### config.mk
export PLATFORM = sky130hd
export DESIGN_NAME = pipe_stage_elastic
export DESIGN_NICKNAME = d
export VERILOG_FILES = /design/src/rtl/pipe_stage_elastic.sv
export SDC_FILE = /design/constraint.sdc
export NUM_CORES = 1
export LEC_CHECK = 0
export BUFFER_PORTS_ARGS = -buffer_cell sky130_fd_sc_hd__clkbuf_2
export CAP_MARGIN = 20
export CELL_PAD_IN_SITES_DETAIL_PLACEMENT = 0
export CELL_PAD_IN_SITES_GLOBAL_PLACEMENT = 1
export CORE_ASPECT_RATIO = 1.4
export CORE_UTILIZATION = 40
export CTS_BUF_LIST = sky130_fd_sc_hd__clkbuf_2 sky130_fd_sc_hd__clkbuf_4 sky130_fd_sc_hd__clkbuf_8
export CTS_CLUSTER_SIZE = 25
export DETAILED_ROUTE_END_ITERATION = 16
export PLACE_DENSITY_LB_ADDON = 0.3
export SLEW_MARGIN = 20
export SYNTH_ARGS = -nofsm -noshare
export SYNTH_HDL_FRONTEND = slang
export SYNTH_SLANG_ARGS = --single-unit
### constraint.sdc
create_clock -name clk -period 9.4 [get_ports clk]
set_clock_uncertainty 0.2 [all_clocks]
set_input_delay 0.94 -clock clk [delete_from_list [all_inputs] [get_ports clk]]
set_output_delay 0.94 -clock clk [all_outputs]
set_load 0.005 [all_outputs]
### src/rtl/pipe_stage_elastic.sv
// pipe_stage_elastic
//   Parametrised elastic pipeline register. Carries a packed payload through
//   DEPTH register stages under a valid/ready handshake, with synchronous
//   flush and either bubble-collapsing (COLLAPSE=1) or lockstep (COLLAPSE=0)
//   stall behaviour. Callers pack their control and data fields into in_data.
//
// Parameters
//   DATA_W   payload width (1..256)
//   DEPTH    number of register stages (1..4)
//   COLLAPSE 1 = empty stages fill while downstream stalls, 0 = lockstep
//   RST_VAL  payload value loaded by reset
//
// Ports
//   clk        clock, all state on posedge
//   rst        synchronous reset, active-high (wins over flush)
//   in_valid   upstream payload present
//   in_ready   payload accepted this cycle (combinational)
//   in_data    upstream payload
//   flush      clears every stage valid bit this cycle (wins over advance)
//   out_valid  last stage valid (registered)
//   out_ready  downstream consumes this cycle
//   out_data   last stage payload (registered)
//   occupancy  count of valid stages, only when PIPE_STAGE_OCC_EN is defined
//
// Optional feature macro: PIPE_STAGE_OCC_EN

module pipe_stage_elastic #(
  parameter int unsigned         DATA_W   = 44,
  parameter int unsigned         DEPTH    = 1,
  parameter bit                  COLLAPSE = 1'b1,
  parameter logic [DATA_W-1:0]   RST_VAL  = '0
) (
  input  logic              clk,
  input  logic              rst,
  input  logic              in_valid,
  output logic              in_ready,
  input  logic [DATA_W-1:0] in_data,
  input  logic              flush,
  output logic              out_valid,
  input  logic              out_ready,
  output logic [DATA_W-1:0] out_data
`ifdef PIPE_STAGE_OCC_EN
  ,
  output logic [2:0]        occupancy
`endif
);

  logic [DEPTH-1:0]  v_q;
  logic [DATA_W-1:0] d_q [DEPTH];
  logic [DEPTH-1:0]  adv;
  logic              full_run;
  logic              in_xfer;
  logic              out_xfer;

  // Advance enables. In collapse mode a stage may move when any stage at or
  // beyond it is empty or the sink drains; this is the unrolled form of
  // adv[i] = ~v[i] | adv[i+1], built with a running AND to avoid a
  // self-referencing vector.
  always_comb begin
    adv      = '0;
    full_run = 1'b1;
    if (COLLAPSE) begin
      for (int unsigned k = 0; k < DEPTH; k++) begin
        full_run            = full_run & v_q[DEPTH-1-k];
        adv[DEPTH-1-k]      = out_ready | ~full_run;
      end
    end else begin
      adv = {DEPTH{~v_q[DEPTH-1] | out_ready}};
    end
  end

  assign in_ready  = adv[0] & ~flush & ~rst;
  assign in_xfer   = in_valid & in_ready;
  assign out_valid = v_q[DEPTH-1];
  assign out_data  = d_q[DEPTH-1];
  assign out_xfer  = out_valid & out_ready;

  always_ff @(posedge clk) begin
    if (rst) begin
      v_q <= '0;
      for (int unsigned i = 0; i < DEPTH; i++) begin
        d_q[i] <= RST_VAL;
      end
    end else if (flush) begin
      v_q <= '0;
    end else begin
      if (adv[0]) begin
        v_q[0] <= in_xfer;
        if (in_xfer) begin
          d_q[0] <= in_data;
        end
      end
      for (int unsigned i = 1; i < DEPTH; i++) begin
        if (adv[i]) begin
          v_q[i] <= v_q[i-1];
          // payload registers only load when a valid entry moves in
          if (v_q[i-1]) begin
            d_q[i] <= d_q[i-1];
          end
        end
      end
    end
  end

`ifdef PIPE_STAGE_OCC_EN
  logic [2:0] occ_q;
  logic [2:0] occ_d;

  always_comb begin
    occ_d = occ_q;
    if (in_xfer && !out_xfer) begin
      occ_d = occ_q + 3'd1;
    end else if (out_xfer && !in_xfer) begin
      occ_d = occ_q - 3'd1;
    end
  end

  always_ff @(posedge clk) begin
    if (rst || flush) begin
      occ_q <= '0;
    end else begin
      occ_q <= occ_d;
    end
  end

  assign occupancy = occ_q;

  a_occ_max : assert property (@(posedge clk) disable iff (rst)
    occ_q <= 3'(DEPTH));
  a_occ_underflow : assert property (@(posedge clk) disable iff (rst || flush)
    !(occ_q == '0 && out_xfer && !in_xfer));
`endif

endmodule

==> impl_metrics.ini, run 1 <==
[synthesis]
synthDominantAreaCellType = edfxtp_1
synth.top_cells.by_area = edfxtp_1 63%, nor3_2 19%, nand2_1 7.9%
synth_sequential_area_ratio_pct = 64.4
synth.cell_area_um2 = 2080
netlist.area_leader.share_pct = 63.5
number_of_distinct_library_cells_after_synthesis = 16
ys.warnings.count = 0
synth_fp_nets = 203
ys_ff_latch = 45
avgSynthCellArea_um2 = 13.5
netlist_instances = 154

[floorplan]
floorplan.die.width_um = 63.0
die_y_um = 87.4
die_area_um2 = 5500
coreArea_um2 = 4920
initial_core_util_pct = 42.3
num_io_pins = 95
placementRows = 30

[finish]
filler_cell_count = 455
final_nets = 292
layout.cells.most_common = clkbuf_2
areaGrowthSynthToFinish_pct = 26.8
mostFrequentLayoutCells = 94 x clkbuf_2, 44 x nand2_1, 44 x edfxtp_1, 39 x nor3_2
num_antenna_cells = 0
layout-drive-gt1-share_pct = 60.2

[sta]
worst-slew-pin-transition_ns = 0.863
fin_ws_ns = 6.31
fin_crit_sh_pct = 32.9
setup_total_negative_slack_ns = 0
grt_setup_unrepaired = false
clock.fmax_mhz = 324
final-setup-viol-count = 0
finalHoldViolations = 0
final_period_minus_worst_setup_slack_ns = 3.09
slew_violations = 0
max_slew_margin_pct = 42.5

[clocking]
numCtsBuffers = 5
clkLatencyLatePin_ns = 0.29
tritoncts_clock_tree = yes
max-clock-path-buffers = 2
clock_sinks = 45
cts_root_buffer = clkbuf_8
cts_hold_buffers = 0
cts_repair_resize_count = 0
clkTransAtPathRegs_ns = 0.08
cts_setup_buffers = 0
h-tree-depth = 2

[worst_hold_path]
worst_hold_path_type = input port to register

[grt]
grt_overflow = 0
grt_max_degree = 48
global_route_wire_length_before_repair_mm = 6.12
vias_in_the_first_global_route = 1301
grt_usage_pct = 14.9
number_of_antenna_violations_at_the_first_check_in_global_routing = 0

[pwr]
power.density_cell_area_nw_per_um2 = 151
standby_leakage_power_nw = 1.14
max_vdd_drop_mv = 0.0913

[setup_path]
cp_cell_sequence = clkbuf_2, nor2b_4, buf_4, nor2_1, clkbuf_2
max_stage_delay_ns = 0.57
timing.critical_path.mode_cell = clkbuf_2
start_kind = input port
cp_data_arrival_time_ns = 1.95
worst_ep_required_time_ns = 8.26
worstSetupEndpointType = primary output
crit_type = input port to primary output
number_of_buffer_and_inverter_instances_along_the_worst_setup_path = 3
cp_max_fo = 47
critical-path-slowest-cell = buf_4
cpLargestDelayFamily = buffers and inverters

[route]
route.met2.wl_mm = 1.95
ant_nets = 0
drt_wl_total_mm = 3.85
wl_cell_um = 12.5
drc = 0
route.layer.met1.wl_mm = 1.51
viasPerCell = 4.69
top_signal_layer_used = met4
wl_met3_um = 329
dr.first_iter.drc_count = 57
vias = 1446
drt_pre_antenna_iters = 4

[place]
dp_worst_setup_slack_ns = 6.30
placement.io_buffers = 94
detailed_place_hpwl_mm = 2.54
gp_routability_congestion = 0.687

[run]
maxCapViolCount = 0

[run_status]
run_status = complete, no violations
stage by stage:
step | power, mW | instance area, µm² | util, % | hold WS [ns] | instances
after floorplan | 0.267 | 2080 | - | 0.608 | 154
after global placement | 0.289 | 2550 | 51.9 | 0.884 | 300
after detailed placement | 0.290 | 2550 | 51.9 | 0.900 | 300
after CTS | 0.403 | 2640 | 53.7 | 0.760 | 308
after global routing | 0.418 | 2640 | 53.7 | 0.767 | 308
final | 0.398 | 2640 | 53.7 | 0.775 | 308
flip-flops by register name, indices dropped and copies added (netlist names):
signal / count
out_valid: 1
d_q: 44
power breakdown:
group	leakage [nW]	switching (mW)	total (mW)	internal [mW]
logic	0.614	0.0276	0.0481	0.0205
registers	0.484	0.00333	0.236	0.232
clock network	0.0455	0.0628	0.114	0.0514
total	1.14	0.0937	0.398	0.304
worst reg2reg max path: cells and delay by family, from the launching register on:
kind | cells | cell delay (ns)
buffers and inverters | 2 | 0.81
DFF | 1 | 0.32
AOI/OAI and AO/OA | 1 | 0.22
and+or+nand+nor | 1 | 0.12
cells in the mapped netlist:
master    instances
dfxtp_1           1
buf_2             3
o21bai_1          1
buf_4             4
nor3_1            5
nand2_1          44
o21ba_2           1
edfxtp_1         44
buf_8             2
clkbuf_1          3
nand2b_1          1
buf_6             3
nor2_1            1
nor3_2           39
or2_1             1
nor2b_1           1
cells by family (layout without fill, tap and decap cells):
kind of cell	count (synthesis)	after routing	synth area share (%)
buffers and inverters	15	105	5.77
AND/OR/NAND/NOR	92	92	29.0
AO/OA/AOI/OAI	2	2	0.841
flip-flops	45	45	64.4
layout make-up:
| type | instances | area (µm²) | area share (%) |
|---|---|---|---|
| clock buffer | 5 | 68.8 | 2.61 |
| tap | 64 | 80.1 | 3.03 |
| timing repair buffer | 97 | 493 | 18.7 |
| clock inverter | 3 | 17.5 | 0.664 |
| sequential | 45 | 1340 | 50.8 |
| multi-input combinational | 94 | 639 | 24.2 |
worst paths after layout:
check,startpoint,to,slack (ns),cells past startpoint
worst max register to register,out_valid,d_q[0][10],7.36,4
worst min-delay path,in_data[34],d_q[0][34],0.77,3
worst min register to register,out_valid,out_valid,0.90,3
worst max-delay path,out_ready,in_ready,6.31,5
per-layer routing:
layer / track usage, % / vias up
met3: 6.15 / 5
met1: 17.7 / 665
li1: - / 718
met4: 5.71 / 0
met5: 0 / -
met2: 23.9 / 58
Note: power is estimated with default switching activity, not from simulation.
==> inputs of run 2 (changes only) <==
CORE_UTILIZATION = 33   (was 40)
clock period = 2.75 ns   (was 9.4 ns; I/O delays follow)
==> impl_metrics.ini, run 2 (synthesis results as in run 1) <==
[floorplan]
die_y_um = 96.0
initial_core_util_pct = 34.8
die_area_um2 = 6640
num_io_pins = 95
floorplan.die.width_um = 69.1
placementRows = 33
coreArea_um2 = 5990

[worst_hold_path]
worst_hold_path_type = input port to register
timing.hold.worst_path_depth = 3
hold-path-endpoint = d_q[0][32]
min-delay-start = in_data[32]

[grt]
vias_in_the_first_global_route = 1396
global_route_wire_length_before_repair_mm = 6.71
grt_overflow = 0
number_of_antenna_violations_at_the_first_check_in_global_routing = 0
grt_usage_pct = 13.0
grt_max_degree = 46

[sta]
finalHoldViolations = 0
final-setup-viol-count = 0
grt_setup_unrepaired = false
final_period_minus_worst_setup_slack_ns = 2.01
clock.fmax_mhz = 499
max_slew_margin_pct = 54.1
worst-slew-pin-transition_ns = 0.688
slew_violations = 0
setup_total_negative_slack_ns = 0
fin_crit_sh_pct = 72.9

[finish]
mostFrequentLayoutCells = 94 x clkbuf_2, 44 x nand2_1, 44 x edfxtp_1, 39 x nor3_2
num_antenna_cells = 0
instances_no_fill = 316
ff_latch_area_um2 = 1340
finished_core_util_pct = 44.5
layout.cells.most_common = clkbuf_2
areaGrowthSynthToFinish_pct = 27.9
final_nets = 294
final_cell_area_um2 = 2660
largest_register_ffs = 44
layout-drive-gt1-share_pct = 61.0
largest-register = d_q
filler_cell_count = 570
multi_input_comb_area_um2 = 639

[clocking]
clock_sinks = 45
cts_hold_buffers = 0
max-clock-path-buffers = 2
cts_repair_resize_count = 0
cts_setup_buffers = 0
numCtsBuffers = 5
cts_root_buffer = clkbuf_8
h-tree-depth = 2
clkTransAtPathRegs_ns = 0.08
tritoncts_clock_tree = yes
clkLatencyLatePin_ns = 0.29

[setup_path]
rrSetupSlack_ns = 0.74
crit_type = register to register
worstSetupEndpointType = register
cpLargestDelayFamily = compound AO/OA/AOI/OAI gates
rr_startpoint = out_valid
worst_ep_required_time_ns = 2.51
timing.rr.end = d_q[0][20]
critical-path-slowest-cell = o21bai_4
cp_max_fo = 27
number_of_buffer_and_inverter_instances_along_the_worst_setup_path = 1
max_stage_delay_ns = 0.50
cp_data_arrival_time_ns = 1.76
cp_cell_sequence = nor2b_4, o21bai_4, buf_4
start_kind = register
r2r.worst_path.cells = 3

[route]
wl_cell_um = 13.6
drt_pre_antenna_iters = 4
drc = 0
drt_wl_total_mm = 4.31
ant_nets = 0
vias = 1466
dr.first_iter.drc_count = 96
viasPerCell = 4.64

[place]
dp.cells = 308
placement.io_buffers = 94
gp_routability_congestion = 0.648
detailed_place_hpwl_mm = 3.05
postPlaceCellArea_um2 = 2580

[run_status]
run_status = complete, no violations

[run]
maxCapViolCount = 0

[pwr]
max_vdd_drop_mv = 0.270
standby_leakage_power_nw = 1.16
power.density_cell_area_nw_per_um2 = 516
totalPowerFinal_mw = 1.37
==> run 2: where the power goes <==
group	switching (mW)	total [mW]	internal [mW]
Clock	0.212	0.399	0.186
Combinational	0.0971	0.169	0.0719
Sequential	0.0115	0.806	0.795
==> run 2: per-stage QoR <==
stage | setup WS (ns) | hold slack (ns)
after floorplan | 0.161 | 0.320
after global placement | 0.724 | 0.410
after detailed placement | 0.707 | 0.415
after CTS | 0.717 | 0.0957
after global routing | 0.616 | 0.110
final | 0.745 | 0.108
==> run 2: tightest hold or removal path, delay by kind of cell <==
| kind | cells | cell delay [ns] |
|---|---|---|
| AND/OR/NAND/NOR | 2 | 0.09 |
| buffers and inverters | 1 | 0.08 |
==> run 2: how the worst max path moves through the flow <==
stage,to,start,depth (start not counted)
after CTS,d_q[0][28],out_valid,3
after floorplan,d_q[0][0],out_valid,4
final,d_q[0][20],out_valid,3
after global routing,d_q[0][20],out_valid,3
after detailed placement,d_q[0][12],out_ready,4
after global placement,d_q[0][22],out_ready,4
==> run 2: final cells by class <==
cell class,instances,area share (%)
clock inverters,2,0.376
flip-flops and latches,45,50.4
well taps,70,3.29
multi-input cells,94,24.0
repair buffers,99,19.1
clock buffers,6,2.87
==> run 2: layer usage <==
| metal | wire, µm | global-route usage, % | part of all wire [%] | up-vias |
|---|---|---|---|---|
| met4 | 44 | 4.59 | 1.0 | 0 |
| met2 | 2200 | 21.6 | 51 | 64 |
| met3 | 367 | 5.24 | 8.5 | 4 |
| met1 | 1700 | 15.4 | 39 | 678 |
| met5 | 0 | 0 | 0 | - |
| li1 | - | - | - | 720 |
==> inputs of run 3 (changes only) <==
clock period = 1.62 ns   (was 2.75 ns; I/O delays follow)
==> impl_metrics.ini, run 3 (synthesis results as in run 1) <==
[run_status]
run_status = complete, no violations

[clocking]
numCtsBuffers = 5
clkTransAtPathRegs_ns = 0.08
clock_sinks = 45
cts_root_buffer = clkbuf_8
clkLatencyLatePin_ns = 0.29
h-tree-depth = 2
max-clock-path-buffers = 2
tritoncts_clock_tree = yes

[setup_path]
rrSetupSlack_ns = 0.13
cpLargestDelayFamily = flip-flops
start_kind = register
cp_max_fo = 13
critical-path-slowest-cell = dfxtp_2
cp_cell_sequence = nor2b_4, buf_8, nor2_1, clkbuf_2
worst_ep_required_time_ns = 1.26
worstSetupEndpointType = primary output
max_stage_delay_ns = 0.33
crit_type = register to primary output
cp_data_arrival_time_ns = 1.18
number_of_buffer_and_inverter_instances_along_the_worst_setup_path = 2

[pwr]
power.density_cell_area_nw_per_um2 = 862
standby_leakage_power_nw = 1.23
max_vdd_drop_mv = 0.416

[finish]
instances_no_fill = 329
final_nets = 307
ff_latch_area_um2 = 1340
filler_cell_count = 549
largest_register_ffs = 44
layout.cells.most_common = clkbuf_2
final_cell_area_um2 = 2810
largest-register = d_q
layout-drive-gt1-share_pct = 61.0
num_antenna_cells = 0
mostFrequentLayoutCells = 94 x clkbuf_2, 44 x nand2_1, 44 x edfxtp_1, 39 x nor3_2, 10 x buf_4
areaGrowthSynthToFinish_pct = 34.9
finished_core_util_pct = 46.9
multi_input_comb_area_um2 = 639

[route]
dr.first_iter.drc_count = 46
drt_wl_total_mm = 4.51
vias = 1495
viasPerCell = 4.54
wl_cell_um = 13.7
drt_pre_antenna_iters = 4
drc = 0
ant_nets = 0

[place]
detailed_place_hpwl_mm = 3.32
placement.io_buffers = 94
postPlaceCellArea_um2 = 2640
dp.cells = 314
gp_routability_congestion = 0.660

[sta]
clock.fmax_mhz = 650
max_slew_margin_pct = 79.4
setup_total_negative_slack_ns = 0
worst-slew-pin-transition_ns = 0.308
slew_violations = 0
final_period_minus_worst_setup_slack_ns = 1.54
whs_ns = 0.00369
finalHoldViolations = 0
final-setup-viol-count = 0
fin_crit_sh_pct = 95.0

[floorplan]
floorplan.die.width_um = 69.1
initial_core_util_pct = 34.8
num_io_pins = 95
die_area_um2 = 6640
coreArea_um2 = 5990
placementRows = 33
die_y_um = 96.0

[grt]
grt_overflow = 0
vias_in_the_first_global_route = 1489
grt_usage_pct = 14.0
global_route_wire_length_before_repair_mm = 7.17
number_of_antenna_violations_at_the_first_check_in_global_routing = 0
grt_max_degree = 33

[worst_hold_path]
worst_hold_path_type = input port to register

[run]
maxCapViolCount = 0
## run 3: cell types whose count changed in the layout (fill, tap and decap cells not counted)
cell and delta:
dlygate4sd3_1 +6, buf_4 +5, clkinv_2 -2, buf_12 +1, buf_8 +1, clkbuf_4 +1
clkbuf_8 +1, dfxtp_1 -1, dfxtp_2 +1
## run 3: final cells by class
type                    instances  share of cell area [%]
clock buffers                   8                    3.48
multi-input cells              94                    22.8
flip-flops and latches         45                    47.8
well taps                      70                    3.12
repair buffers                112                    22.8
## run 3: path summary, 6_finish.rpt
check        startpoint   endpoint  depth (start not counted)
max           out_valid   in_ready                          4
min          in_data[5]  d_q[0][5]                          3
max reg2reg   out_valid  d_q[0][0]                          4
min reg2reg   out_valid  out_valid                          3
## run 3: power by group
| group | switching (mW) | internal, mW | leakage [nW] | total, mW |
|---|---|---|---|---|
| Clock | 0.352 | 0.382 | 0.0523 | 0.733 |
| Sequential | 0.0196 | 1.35 | 0.484 | 1.37 |
| Combinational | 0.171 | 0.147 | 0.689 | 0.318 |
## run 3: what timing repair did
action                                 in CTS  in global routing
endpoints found under the hold margin       4                  2
setup endpoints to repair                   1                  1
buffers inserted                            0                  1
hold buffers                                4                  2
resized for setup                           1                  1
## run 3: layer usage
layer / up-vias / wire (µm) / GRT usage [%]
met5: - / 0 / 0
li1: 745 / - / -
met2: 64 / 2360 / 24.3
met3: 5 / 328 / 4.29
met1: 681 / 1780 / 16.8
met4: 0 / 40 / 4.08
## run 3: metrics by stage
| stage | power [mW] | setup WS (ns) |
|---|---|---|
| 2_1_floorplan | 1.55 | -0.370 |
| 4_1_cts | 2.44 | 0.0128 |
| 6_report | 2.42 | 0.0809 |
| 5_1_grt | 2.54 | -0.00508 |
| 3_3_place_gp | 1.70 | 0.202 |
| 3_5_place_dp | 1.71 | 0.157 |
## run 3: worst min-delay path: stages
cell and delay [ns]:
clkbuf_2 0.07, nand2_1 0.05, nor3_2 0.09
